## config.mk

```make
export PLATFORM = sky130hd
export DESIGN_NAME = smu_traceback
export DESIGN_NICKNAME = d
export VERILOG_FILES = /design/src/rtl/smu_traceback.sv
export SDC_FILE = /design/constraint.sdc
export NUM_CORES = 1
export LEC_CHECK = 0
export CAP_MARGIN = 30
export CORE_ASPECT_RATIO = 0.9
export CORE_MARGIN = 5
export CORE_UTILIZATION = 45
export CTS_CLUSTER_SIZE = 25
export DETAILED_ROUTE_END_ITERATION = 8
export PLACE_DENSITY = 0.66
export SLEW_MARGIN = 20
export SYNTH_ARGS = -nofsm -noshare
export SYNTH_HDL_FRONTEND = slang
export SYNTH_SLANG_ARGS = --single-unit
```

## constraint.sdc

```tcl
create_clock -name clk -period 10.05 [get_ports clk]
set_input_delay 1.005 -clock clk [delete_from_list [all_inputs] [get_ports clk]]
set_output_delay 1.005 -clock clk [all_outputs]
set_load 0.02 [all_outputs]
```

## src/rtl/smu_traceback.sv

```systemverilog
// Traceback survivor memory for a Viterbi decoder: stores one decision column per
// accepted trellis step and traces back TB_DEPTH steps from the best state once full.
module smu_traceback #(
  parameter int K        = 3,
  parameter int MW       = 4,
  parameter int TB_DEPTH = 8
) (
  input  logic                        clk,
  input  logic                        rst,
  input  logic                        in_valid,
  output logic                        in_ready,
  input  logic [(1 << (K-1))-1:0]     dec,
  input  logic [(1 << (K-1))*MW-1:0]  pm,
  input  logic                        start_zero,
  output logic                        out_valid,
  output logic                        out_bit,
  output logic [K-2:0]                best_state,
  output logic                        o_dbg_state
);

  localparam int S  = 1 << (K-1);
  localparam int SL = K-1;
  localparam int PW = (TB_DEPTH > 1) ? $clog2(TB_DEPTH) : 1;
  localparam int FW = $clog2(TB_DEPTH+1);
  localparam logic [PW-1:0] LAST = PW'(TB_DEPTH-1);
  localparam logic [FW-1:0] FULL = FW'(TB_DEPTH);

  // Handshake: a column is taken on any rising edge where in_valid && in_ready;
  // in_ready depends only on the FSM state, never on in_valid.
  typedef enum logic {ST_IDLE = 1'b0, ST_TRACE = 1'b1} state_t;

  state_t        r_state, w_state_next;
  logic [S-1:0]  r_mem [TB_DEPTH];
  logic [PW-1:0] r_wr_ptr, r_j, w_wr_ptr_next, w_rd_idx;
  logic [FW-1:0] r_fill, w_fill_next;
  logic [SL-1:0] r_st, r_best, w_argmin, w_st_pred;
  logic [MW-1:0] w_min_val;
  logic          w_accept, w_d, w_last, r_out_valid, r_out_bit;

  assign w_accept      = in_valid && (r_state == ST_IDLE);
  assign w_wr_ptr_next = (r_wr_ptr == LAST) ? '0 : r_wr_ptr + 1'b1;
  assign w_fill_next   = (r_fill == FULL) ? FULL : r_fill + 1'b1;
  // Column (wr_ptr - 1 - j) mod D without a divider; the result always fits in PW bits.
  assign w_rd_idx      = (r_wr_ptr > r_j) ? (r_wr_ptr - 1'b1 - r_j) : (r_wr_ptr + LAST - r_j);
  assign w_d           = r_mem[w_rd_idx][r_st];
  assign w_st_pred     = {r_st[SL-2:0], w_d};
  assign w_last        = (r_j == LAST);

  always_comb begin
    w_argmin  = '0;
    w_min_val = pm[MW-1:0];
    for (int i = 1; i < S; i++) begin
      if (pm[i*MW +: MW] < w_min_val) begin
        w_min_val = pm[i*MW +: MW];
        w_argmin  = SL'(i);
      end
    end
  end

  always_ff @(posedge clk) begin
    if (rst) r_state <= ST_IDLE;
    else     r_state <= w_state_next;
  end

  always_comb begin
    w_state_next = r_state;
    case (r_state)
      ST_IDLE:  if (w_accept && (w_fill_next == FULL)) w_state_next = ST_TRACE;
      ST_TRACE: if (w_last) w_state_next = ST_IDLE;
      default:  w_state_next = ST_IDLE;
    endcase
  end

  always_comb begin
    in_ready    = (r_state == ST_IDLE);
    o_dbg_state = (r_state == ST_TRACE);
  end

  always_ff @(posedge clk) begin
    if (!rst && w_accept) r_mem[r_wr_ptr] <= dec;
  end

  always_ff @(posedge clk) begin
    if (rst) begin
      r_wr_ptr    <= '0;
      r_fill      <= '0;
      r_st        <= '0;
      r_j         <= '0;
      r_best      <= '0;
      r_out_bit   <= 1'b0;
      r_out_valid <= 1'b0;
    end else begin
      r_out_valid <= 1'b0;
      if (w_accept) begin
        r_wr_ptr <= w_wr_ptr_next;
        r_fill   <= w_fill_next;
        r_best   <= w_argmin;
        r_st     <= start_zero ? '0 : w_argmin;
        r_j      <= '0;
      end else if (r_state == ST_TRACE) begin
        r_st <= w_st_pred;
        if (w_last) begin
          r_out_bit   <= w_st_pred[SL-1];
          r_out_valid <= 1'b1;
        end else begin
          r_j <= r_j + 1'b1;
        end
      end
    end
  end

  assign out_valid  = r_out_valid;
  assign out_bit    = r_out_bit;
  assign best_state = r_best;

endmodule

```

== After elaboration in Yosys (flattened, before gate mapping) ==
Memories as Yosys holds them, arrays and structs flattened.
Index checks and enable logic that the tools add are counted.
Word-level totals
  bits in registers: 17
  latch bits: 0
  RAM bits: 32
  bits in read-only memories: 0
  input bits: 24
  output and inout bits: 6
  logic and storage cells: 56
  memories: 1
Operators by class
  $add $sub $neg: 7
  multiply operators: 0
  div/mod/pow operators: 0
  magnitude comparators: 5
  equal/unequal tests: 4
  shifts and indexed selects: 0
  mux-type cells: 19
  bitwise logic cells: 3
  reductions and logical operators: 9
Memories
  r_mem: words 8, bits a word 4, read ports 1, clocked after memory_dff 0, wr ports 1, RTL line 33  | logic [S-1:0] r_mem [TB_DEPTH];
Operators by type and width (number)
  4-bit less-than comparator: 3
  4-bit 2-to-1 mux: 3
  2-bit 2-to-1 mux: 5
  4-bit == test (second input constant): 2
  1-bit 2-to-1 mux: 7
  3-bit by 1-bit adder with 3-bit output (second input constant): 2
  3-bit == test (second input constant): 2
  3-bit 2-to-1 mux: 2
  3-bit subtractor: 2
  4-bit by 1-bit adder with 4-bit output (second input constant): 1
  3-bit adder (second input constant): 1
  3-bit > comparator: 1
  1-bit logical AND: 3
  2-bit by 3-bit less-than comparator with 1-bit output (second input constant): 1
  1-bit inverter: 3
  3-bit AND reduction: 1
  3-bit OR reduction: 1
  3-bit by 1-bit subtractor with 3-bit output (second input constant): 1
  1-bit binary-select mux with 2-bit select: 1
  1-bit case mux with 2 select lines: 1
  2-bit AND reduction: 1
  2-bit nonzero test: 1
  2-bit OR reduction: 1
  1-bit zero test: 1

== Logic depth before layout (Yosys ltp) ==
Gate-level depths: netlist (run 1).
  depth after elaboration: 8
  mapped depth: 18
  depth with buffers taken out: 18

== Worst setup path before layout (run 1) ==
No wires, ideal clock.
  kind: input to register
  from: input pm[1]
  to: register r_st[1]
  setup time: 0.065 ns
  arrival time: 4.148 ns
  data required time: 9.985 ns
  setup slack: 5.837 ns
  stages on the path: 18
  cells stage by stage: inv_1 ha_1 a21o_1 a21o_1 a21oi_1 mux2i_1 ha_1 o21ai_0 a21oi_1 o22ai_1 nand2_1 o21a_1 ha_1 a21o_1 a21oi_1 o21ai_0 a31oi_1 nor2b_1
On the way
  cells in the longest elaborated chain, start to end: 8
  elaborated cells on any way between the ends: 9
RTL lines
  start, declared: RTL line 13  | input logic [(1 << (K-1))*MW-1:0] pm,
  4-bit less-than comparator: RTL line 53  | if (pm[i*MW +: MW] < w_min_val) begin
  4-bit 2-to-1 mux (*): RTL line 53
  4-bit less-than comparator: RTL line 53
  4-bit 2-to-1 mux: RTL line 53
  4-bit less-than comparator: RTL line 53
  2-bit 2-to-1 mux (*): RTL line 53
  2-bit 2-to-1 mux (*): RTL line 98  | r_st <= start_zero ? '0 : w_argmin;
  2-bit 2-to-1 mux (*): RTL line 94  | if (w_accept) begin
  end signal, assigned: RTL line 98
  end signal, assigned: RTL line 101  | r_st <= w_st_pred;
  end, declared: RTL line 36  | logic [SL-1:0] r_st, r_best, w_argmin, w_st_pred;
Mark *: on every way between the ends. The rest lies on a longest branch, timed or not.
A chain may end at the register's enable or synchronous reset.

== Worst setup path after layout (run 1) ==
Ends and elaborated chain as after synthesis.

==> results of run 1 <==
-- flip-flops by register name (all words and copies together) (netlist names) --
register,flops
r_fill,4
best_state,2
r_wr_ptr,3
r_mem,32
out_valid,1
out_bit,1
o_dbg_state,1
r_st,2
r_j,3
-- cell usage in the layout, fill, tap and decap left out, types with 7 or more instances in the layout --
master           count
ha_1                18
nor3_1              13
inv_1               15
nand2_1             25
nor2_1              24
clkdlybuf4s50_1     29
edfxtp_1            32
a21oi_1             16
o21ai_0             11
mux2i_1              7
dfxtp_1             17
-- metal layers --
| metal | vias to the layer above | routed length (microns) |
|---|---|---|
| li1 | 1009 | - |
| met1 | 947 | 2650 |
| met2 | 35 | 2630 |
| met3 | 8 | 236 |
| met4 | 0 | 91 |
| met5 | - | 0 |
-- where the power goes --
part | total [mW] | internal (mW) | switching [mW]
Sequential | 0.223 | 0.219 | 0.00410
Combinational | 0.0784 | 0.0371 | 0.0413
Clock | 0.134 | 0.0735 | 0.0609
Total | 0.435 | 0.329 | 0.106
-- path summary, 6_finish.rpt --
kind	start	to	slack, ns	depth (start not counted)
worst max register to register	r_wr_ptr[0]	r_st[0]	6.70	9
worst min-delay path	out_bit	out_bit	0.47	2
worst max-delay path	pm[1]	r_st[1]	5.25	19
worst min register to register	out_bit	out_bit	0.47	2
-- through the flow --
stage	setup slack (ns)	hold WS [ns]	power (mW)	utilization (%)
after floorplan	5.84	0.482	0.280	-
after global placement	5.13	0.451	0.304	50.8
after detailed placement	4.97	0.460	0.305	50.8
after CTS	5.26	0.473	0.439	52.6
after global routing	4.91	0.495	0.457	52.6
final	5.25	0.470	0.435	52.6
-- final cells by class --
| type | instances | share of cell area, % |
|---|---|---|
| multi-input combinational | 185 | 41.7 |
| clock buffer | 6 | 2.29 |
| clock inverter | 2 | 1.07 |
| tap | 72 | 2.85 |
| inverter | 15 | 1.78 |
| timing repair buffer | 29 | 9.18 |
| sequential | 49 | 41.1 |
-- worst register-to-register path: cells and delay by family (launching register included) --
kind	cells	cell delay (ns)
fa+ha+maj	2	0.63
compound gates	3	0.91
buf+inv	1	0.04
xor+xnor	1	0.79
mux	1	0.20
simple gates	1	0.28
flops	1	0.43
-- cell families after synthesis --
family	after synthesis	share of synthesized area [%]
simple gates	84	14.8
compound gates	63	15.5
flops	49	47.6
buf+inv	26	4.21
fa+ha+maj	19	8.97
mux	15	7.09
xor+xnor	4	1.92
==> run_results.csv, run 1 <==
group,metric,value,unit
route,drtIter0Drc,93,
sta,fin_skew,0.0121,ns
synthesis,ys_top_cells_by_count,"edfxtp_1 (32), nand2_1 (25), nor2_1 (24)",
worst_setup_path,cp-end-kind,"flip-flop",
die,coreArea,0.00601,sq mm
cells_and_area,instances_no_fill,358,
clocking,clkTransAtPathRegs,0.08,ns
route,wl_per_cell,15.7,microns
worst_setup_path,crit_family,"compound AO/OA/AOI/OAI gates",
worst_setup_path,path_buf_inv,2,
worst_setup_path,required,10.29,ns
worst_setup_path,critPathMaxFanout,4,
grt,top_usage_layer,"met2",
synthesis,synth_warnings,0,
synthesis,synthesis.area,0.00274,sq mm
die,chipHeight,84.0,microns
die,io_pins,30,
power_and_ir_drop,p_per_area,138,mW/mm^2
clocking,clock_path_buffers,2,
worst_setup_path,crit_slowest_cell,"clkdlybuf4s50_1",
clocking,clock_tree.root_cell,"clkbuf_8",
clocking,cts_htree_levels,2,
synthesis,synth_seq_cells,49,
cells_and_area,final_area,0.00316,sq mm
synthesis,synth_top_cell_by_area,"edfxtp_1",
route,vias,1999,
sta,finalHoldViolations,0,
place,place_inst,350,
cells_and_area,n_fill_cell,546,
place,port_buffers,29,
clocking,cts.sinks,49,
synthesis,ys_seq_area_share,47.6,%
grt,grt_pass1_wl,9160,microns
die,num_rows,27,
synthesis,syn_inst,260,
synthesis,ys_types,49,
synthesis,synth.net_count,303,
power_and_ir_drop,p_leak,1.14,nW
synthesis,synth_ff_type,"edfxtp_1",
hold_path,hold_path.class,"reg -> reg",
status,status,"complete, no violations",
die,start_util,45.5,%
place,placed_cell_area,0.00306,sq mm
synthesis,avgSynthCellArea,10.5,sq um
cells_and_area,drive_gt1_share,5.94,%
worst_setup_path,crit_path_cell_trace,"clkdlybuf4s50_1, inv_1, ha_1, a21o_1, a21o_1, a21oi_1, mux2i_1, ha_1, o21ai_0, a21oi_1, o22ai_1, nand2_1, o21a_1, ha_1, a21o_1, a21oi_1, o21ai_0, a31oi_1, nor2b_1",
grt,use_met2,23.5,%
grt,grt_usage,15.0,%
synthesis,synth_edf_count,32,
sta,setup_viol,0,
cells_and_area,syn2layout_area_growth,15.6,%
synthesis,synth_top_area_share,35.1,%
place,gp_congestion,0.822,
worst_setup_path,path_class,"in -> reg",
route,route.detailed.drc,0,
sta,fmax,0.208,GHz
worst_setup_path,startpoint_type,"input port",
clocking,cts_inserted_buffers,5,
flow_run,max_cap_viol_count,0,
route,first_pass_iters,4,
route,drt-total-wl,5620,microns
place,dpl.hpwl,4200,microns
synthesis,yosysMostFrequentCell,"edfxtp_1",
clocking,clk_latency,0.30,ns
sta,tightest_slew,0.968,ns
clocking,cts_setup_buffers,0,
clocking,holdBufCountCts,0,
synthesis,async_reset_ff_share,0,%
sta,drv_slew,0,
die,dieArea,0.00774,sq mm
route,drt-vias-per-instance,5.58,
grt,use_met1,20.1,%
synthesis,synthTopCellsByArea,"edfxtp_1 (35%), dfxtp_1 (12%), ha_1 (8.2%)",
sta,fin_crit_sh,47.8,%
power_and_ir_drop,peakVddDrop,0.112,mV
sta,fin_crit,4.80,ns
cells_and_area,multiInputGateArea,0.00132,sq mm
cells_and_area,seqCellArea,0.00130,sq mm
sta,rsz0062_at_grt,"no",
sta,tns,0,ns
clocking,tritoncts,"yes",
worst_setup_path,critPathArrivalTime,5.04,ns
grt,grt_antenna_before_repair,0,
cells_and_area,num_antenna_cells,0,
grt,grt_max_degree,19,
cells_and_area,fin_nets,328,
sta,relSlewSlack,35.0,%
worst_setup_path,slowest_delay,0.48,ns
die,fp.dieW,92.2,microns
grt,grt-ovfl-total,0,
grt,grt_pass1_vias,1900,
grt,use_met3,3.61,%
route,ant_nets,0,
clocking,ctsResizeCount,0,
(Power assumes the default switching activity.)
==> inputs of run 2 (changes only) <==
- clock period: 10.05 -> 4.8 ns (I/O delays scaled with it)
==> run 2 against run 1 <==
Sequential power is 110% higher. Non-clock buffer count grew 2. Flip-flop and latch count unchanged. Total power is 110% higher. First-iteration DRC count increased by 35%. Highest routed layer unchanged.
==> run_results.csv, run 2 (synthesis results as in run 1) <==
group,metric,value,unit
status,status,"complete, no violations",
power_and_ir_drop,p_per_area,286,mW/mm^2
cells_and_area,regMostFlops,"r_mem",
clocking,clkTransAtPathRegs,0.08,ns
worst_setup_path,critPathMaxFanout,4,
grt,grt_antenna_before_repair,0,
place,gp_congestion,0.826,
cells_and_area,num_antenna_cells,0,
cells_and_area,syn2layout_area_growth,16.1,%
grt,grt_pass1_vias,1853,
sta,hold_slack,0.462,ns
worst_setup_path,cp-end-kind,"flip-flop",
worst_setup_path,startpoint_type,"input port",
cells_and_area,fin_nets,330,
power_and_ir_drop,power_frac_comb,18.4,%
die,start_util,45.5,%
sta,finalHoldViolations,0,
clocking,cts_setup_buffers,0,
sta,tightest_slew,0.729,ns
cells_and_area,final_common_cell,"edfxtp_1",
power_and_ir_drop,clkPwrFrac,30.3,%
route,drt-total-wl,5670,microns
power_and_ir_drop,seq_power_share,51.3,%
cells_and_area,top_regs,"r_mem x32, r_fill x4",
power_and_ir_drop,swShare,24.3,%
flow_run,max_cap_viol_count,0,
hold_path,holdCritStartpoint,"out_bit",
worst_setup_path,reg2reg_slack,1.76,ns
sta,fin_crit,4.32,ns
power_and_ir_drop,peakVddDrop,0.198,mV
cells_and_area,drive_gt1_share,6.97,%
sta,fin_skew,0.0126,ns
hold_path,hold_path.class,"reg -> reg",
worst_setup_path,worstReg2RegEnd,"r_st[0]",
sta,fmax,0.232,GHz
place,port_buffers,29,
cells_and_area,mostFrequentLayoutCells,"edfxtp_1 (32), clkdlybuf4s50_1 (29), nand2_1 (25), nor2_1 (24), ha_1 (18)",
clocking,clk_latency,0.30,ns
route,ant_nets,0,
clocking,clock_path_buffers,2,
clocking,cts.sinks,49,
route,vias,2021,
power_and_ir_drop,p_int,0.688,mW
die,coreArea,0.00601,sq mm
worst_setup_path,r2r_start,"r_wr_ptr[0]",
route,route.detailed.drc,0,
worst_setup_path,critPathArrivalTime,4.55,ns
die,num_rows,27,
grt,grt_pass1_wl,9250,microns
clocking,cts_inserted_buffers,5,
sta,fin_crit_sh,89.9,%
route,drtIter0Drc,126,
cells_and_area,seqCellArea,0.00130,sq mm
grt,grt_max_degree,19,
die,dieArea,0.00774,sq mm
worst_setup_path,required,5.03,ns
clocking,clock_tree.root_cell,"clkbuf_8",
route,first_pass_iters,4,
die,chipHeight,84.0,microns
die,io_pins,30,
route,drt-vias-per-instance,5.63,
cells_and_area,multiInputGateArea,0.00132,sq mm
sta,rsz0062_at_grt,"no",
sta,tns,0,ns
hold_path,min_path_cells,2,
cells_and_area,n_fill_cell,552,
sta,relSlewSlack,51.0,%
worst_setup_path,rr_worst_depth,9,
place,dpl.hpwl,4270,microns
grt,grt-ovfl-total,0,
cells_and_area,largest_reg_flops,32,
grt,grt_usage,15.0,%
hold_path,hold_end,"out_bit",
clocking,cts_htree_levels,2,
power_and_ir_drop,p_switching,0.221,mW
power_and_ir_drop,p_leak,1.15,nW
sta,setup_viol,0,
worst_setup_path,path_class,"in -> reg",
clocking,ctsResizeCount,0,
clocking,holdBufCountCts,0,
clocking,tritoncts,"yes",
die,fp.dieW,92.2,microns
route,wl_per_cell,15.8,microns
sta,drv_slew,0,
[run 2: cell count changes in the layout (fill, tap and decap cells not counted)]
cell | before | now
clkinv_1 | 1 | 0
clkbuf_1 | 1 | 0
clkinv_2 | 0 | 1
buf_4 | 0 | 2
[run 2: metal layers]
layer | wire (microns) | GRT usage, % | vias up
met5 | 0 | 0 | -
met4 | 64 | 4.32 | 0
met3 | 275 | 3.70 | 7
met2 | 2700 | 24.1 | 52
met1 | 2630 | 20.1 | 940
li1 | - | - | 1022
[run 2: metrics by stage]
| step | setup WS (ns) | util (%) | power, mW | std cells | area, sq um |
|---|---|---|---|---|---|
| 2_1_floorplan | 1.11 | - | 0.586 | 260 | 2740 |
| 3_3_place_gp | 0.398 | 51.1 | 0.639 | 352 | 3070 |
| 3_5_place_dp | 0.157 | 51.1 | 0.643 | 352 | 3070 |
| 4_1_cts | 0.458 | 52.8 | 0.917 | 359 | 3180 |
| 5_1_grt | 0.139 | 52.8 | 0.956 | 359 | 3180 |
| 6_report | 0.484 | 52.8 | 0.909 | 359 | 3180 |
[run 2: power groups by stage]
stage | clock network (mW) | logic [mW] | registers (mW)
floorplan | 0 | 0.111 | 0.475
global placement | 0 | 0.163 | 0.475
detailed placement | 0 | 0.167 | 0.476
CTS | 0.283 | 0.168 | 0.466
global route | 0.303 | 0.185 | 0.468
finish | 0.276 | 0.167 | 0.466
[run 2: area by class of cell]
class	count	share of cell area [%]
Multi-Input combinational cell	185	41.5
Tap cell	72	2.84
Inverter	15	1.77
Sequential cell	49	41.0
Clock buffer	5	2.17
Timing Repair Buffer	31	9.61
Clock inverter	2	1.10
[run 2: critical path, cell delays in order]
cell and delay, ns:
clkdlybuf4s50_1 0.48, inv_1 0.05, ha_1 0.29, a21o_1 0.16, a21o_1 0.17, a21oi_1 0.38, mux2i_1 0.31, ha_1 0.26
o21ai_0 0.19, a21oi_1 0.12, o22ai_1 0.28, nand2_1 0.09, o21a_1 0.11, ha_1 0.28, a21o_1 0.18, a21oi_1 0.22
o21ai_0 0.13, a31oi_1 0.21, nor2b_1 0.16
[run 2: worst max-delay path by stage]
stage                     start       to  slack (ns)  depth (start not counted)
final                     pm[1]  r_st[1]        0.48                         19
after floorplan           pm[1]  r_st[1]        1.11                         18
after global routing      pm[1]  r_st[1]        0.14                         19
after detailed placement  pm[1]  r_st[1]        0.16                         19
after CTS                 pm[1]  r_st[1]        0.46                         19
after global placement    pm[1]  r_st[1]        0.40                         19
==> inputs of run 3 (changes only) <==
- clock period: 4.8 -> 4 ns (I/O delays scaled with it)
==> run 3 against run 2 <==
Final cell count grew 3.9%. First-iteration DRC count grew 6.3%. Clock skew shrank 0.0057 ns.
==> run_results.csv, run 3 (synthesis results as in run 1) <==
group,metric,value,unit
cells_and_area,syn2layout_area_growth,21.7,%
cells_and_area,final_common_cell,"edfxtp_1",
sta,rsz0062_at_grt,"yes",
place,dpl.hpwl,4330,microns
sta,fin_crit_sh,95.1,%
worst_setup_path,critPathMaxFanout,4,
worst_setup_path,rr_worst_depth,9,
power_and_ir_drop,clkPwrFrac,31.1,%
status,status,"complete, no violations",
die,chipHeight,84.0,microns
worst_setup_path,crit_family,"compound AO/OA/AOI/OAI gates",
worst_setup_path,crit_path_cell_trace,"clkdlybuf4s50_1, inv_1, ha_1, a21o_1, a21o_1, a21oi_4, mux2i_2, ha_1, o21ai_2, a21oi_2, o22ai_2, nand2_1, o21a_1, ha_1, a21o_1, a21oi_2, o21ai_0, a31oi_1, nor2b_1",
route,met2_length,2830,microns
cells_and_area,largest_reg_flops,32,
die,fp.dieW,92.2,microns
cells_and_area,instances_no_fill,373,
cells_and_area,num_antenna_cells,0,
hold_path,hold_end,"out_bit",
worst_setup_path,required,4.25,ns
clocking,cts_htree_levels,2,
clocking,clk_latency,0.31,ns
sta,drv_slew,0,
worst_setup_path,slowest_delay,0.48,ns
sta,relSlewSlack,55.4,%
power_and_ir_drop,p_switching,0.298,mW
route,ant_nets,0,
grt,grt_pass1_wl,9720,microns
power_and_ir_drop,power,1.15,mW
cells_and_area,multiInputGateArea,0.00136,sq mm
power_and_ir_drop,swShare,25.8,%
clocking,cts.sinks,49,
die,dieArea,0.00774,sq mm
grt,grt_usage,15.6,%
route,drt-total-wl,5870,microns
cells_and_area,mostFrequentLayoutCells,"edfxtp_1 (32), clkdlybuf4s50_1 (29), nand2_1 (25), nor2_1 (24), ha_1 (18)",
clocking,cts_inserted_buffers,5,
cells_and_area,regMostFlops,"r_mem",
grt,grt-ovfl-total,0,
place,place_inst,363,
power_and_ir_drop,p_int,0.854,mW
route,highest_layer,"met4",
grt,grt_max_degree,19,
grt,grt_pass1_vias,2012,
sta,tns,0,ns
flow_run,max_cap_viol_count,0,
power_and_ir_drop,power_frac_comb,20.3,%
cells_and_area,fin_nets,343,
cells_and_area,drive_gt1_share,13.3,%
route,vias,2071,
route,drt-vias-per-instance,5.55,
die,start_util,45.5,%
route,first_pass_iters,4,
worst_setup_path,cp.depth,19,
worst_setup_path,path_buf_inv,2,
sta,hold_slack,0.462,ns
clocking,clkTransAtPathRegs,0.09,ns
sta,fmax,0.263,GHz
route,wl_per_cell,15.7,microns
power_and_ir_drop,peakVddDrop,0.317,mV
worst_setup_path,crit_slowest_cell,"clkdlybuf4s50_1",
worst_setup_path,critPathArrivalTime,4.05,ns
sta,setup_viol,0,
sta,fin_skew,0.00683,ns
clocking,tritoncts,"yes",
worst_setup_path,path_class,"in -> reg",
route,wl_met1,2700,microns
worst_setup_path,startpoint_type,"input port",
place,dp_worst_setup_slack,-0.354,ns
sta,finalHoldViolations,0,
cells_and_area,n_fill_cell,521,
sta,fin_crit,3.80,ns
hold_path,min_path_cells,2,
place,gp_congestion,0.889,
route,wl_met3,273,microns
worst_setup_path,r2r_start,"r_wr_ptr[0]",
place,port_buffers,29,
hold_path,holdCritStartpoint,"out_bit",
die,num_rows,27,
sta,tightest_slew,0.663,ns
die,coreArea,0.00601,sq mm
clocking,clock_tree.root_cell,"clkbuf_8",
cells_and_area,seqCellArea,0.00130,sq mm
worst_setup_path,worstReg2RegEnd,"r_st[0]",
route,drtIter0Drc,134,
power_and_ir_drop,p_per_area,346,mW/mm^2
cells_and_area,top_regs,"r_mem x32, r_fill x4",
hold_path,hold_path.class,"reg -> reg",
worst_setup_path,reg2reg_slack,1.07,ns
route,route.detailed.drc,0,
grt,grt_antenna_before_repair,0,
worst_setup_path,cp-end-kind,"flip-flop",
worst_setup_path,startpoint,"pm[1]",
die,io_pins,30,
clocking,clock_path_buffers,2,
power_and_ir_drop,seq_power_share,48.6,%
power_and_ir_drop,p_leak,1.23,nW
sta,timing.final.ws_setup,0.198,ns
[run 3: worst max-delay path by stage]
stage                    end  slack (ns)
6_report             r_st[1]        0.20
3_5_place_dp   best_state[0]       -0.35
2_1_floorplan        r_st[1]        0.39
4_1_cts              r_st[1]        0.02
3_3_place_gp   best_state[0]       -0.17
5_1_grt              r_st[1]       -0.06
[run 3: cell type report]
| class | instances | share of cell area (%) |
|---|---|---|
| clock inverter | 3 | 1.39 |
| timing repair buffer | 44 | 12.1 |
| multi-input combinational | 185 | 40.9 |
| clock buffer | 5 | 2.07 |
| tap | 72 | 2.71 |
| inverter | 15 | 1.69 |
| sequential | 49 | 39.1 |
[run 3: power by group through the flow]
stage | sequential, mW | clock (mW) | combinational, mW
after floorplan | 0.570 | 0 | 0.133
after global placement | 0.571 | 0 | 0.212
after detailed placement | 0.571 | 0 | 0.215
after CTS | 0.559 | 0.364 | 0.217
after global routing | 0.561 | 0.382 | 0.257
final | 0.559 | 0.358 | 0.233
[run 3: metal layers]
metal | vias up | global-route usage (%)
li1 | 1042 | -
met4 | 0 | 4.86
met5 | - | 0
met3 | 6 | 3.52
met2 | 56 | 25.5
met1 | 967 | 20.7
[run 3: timing repair]
action                     CTS  global route
hold buffers                 0             0
buffers inserted             0             2
gates resized for setup      1             9
setup endpoints to repair    4             4
pin swaps                    0             3
[run 3: worst reg2reg max path, delay by kind of cell (launching register included)]
family                     cells  cell delay [ns]
muxes                          2             0.30
AOI/OAI and AO/OA              3             0.83
and+or+nand+nor                1             0.26
buffers and inverters          1             0.05
adders and majority gates      2             0.99
DFF                            1             0.42
[run 3: metrics by stage]
stage / utilization, % / instance area, sq um
2_1_floorplan: - / 2740
3_3_place_gp: 52.5 / 3150
3_5_place_dp: 52.5 / 3150
4_1_cts: 54.4 / 3270
5_1_grt: 55.3 / 3330
6_report: 55.3 / 3330
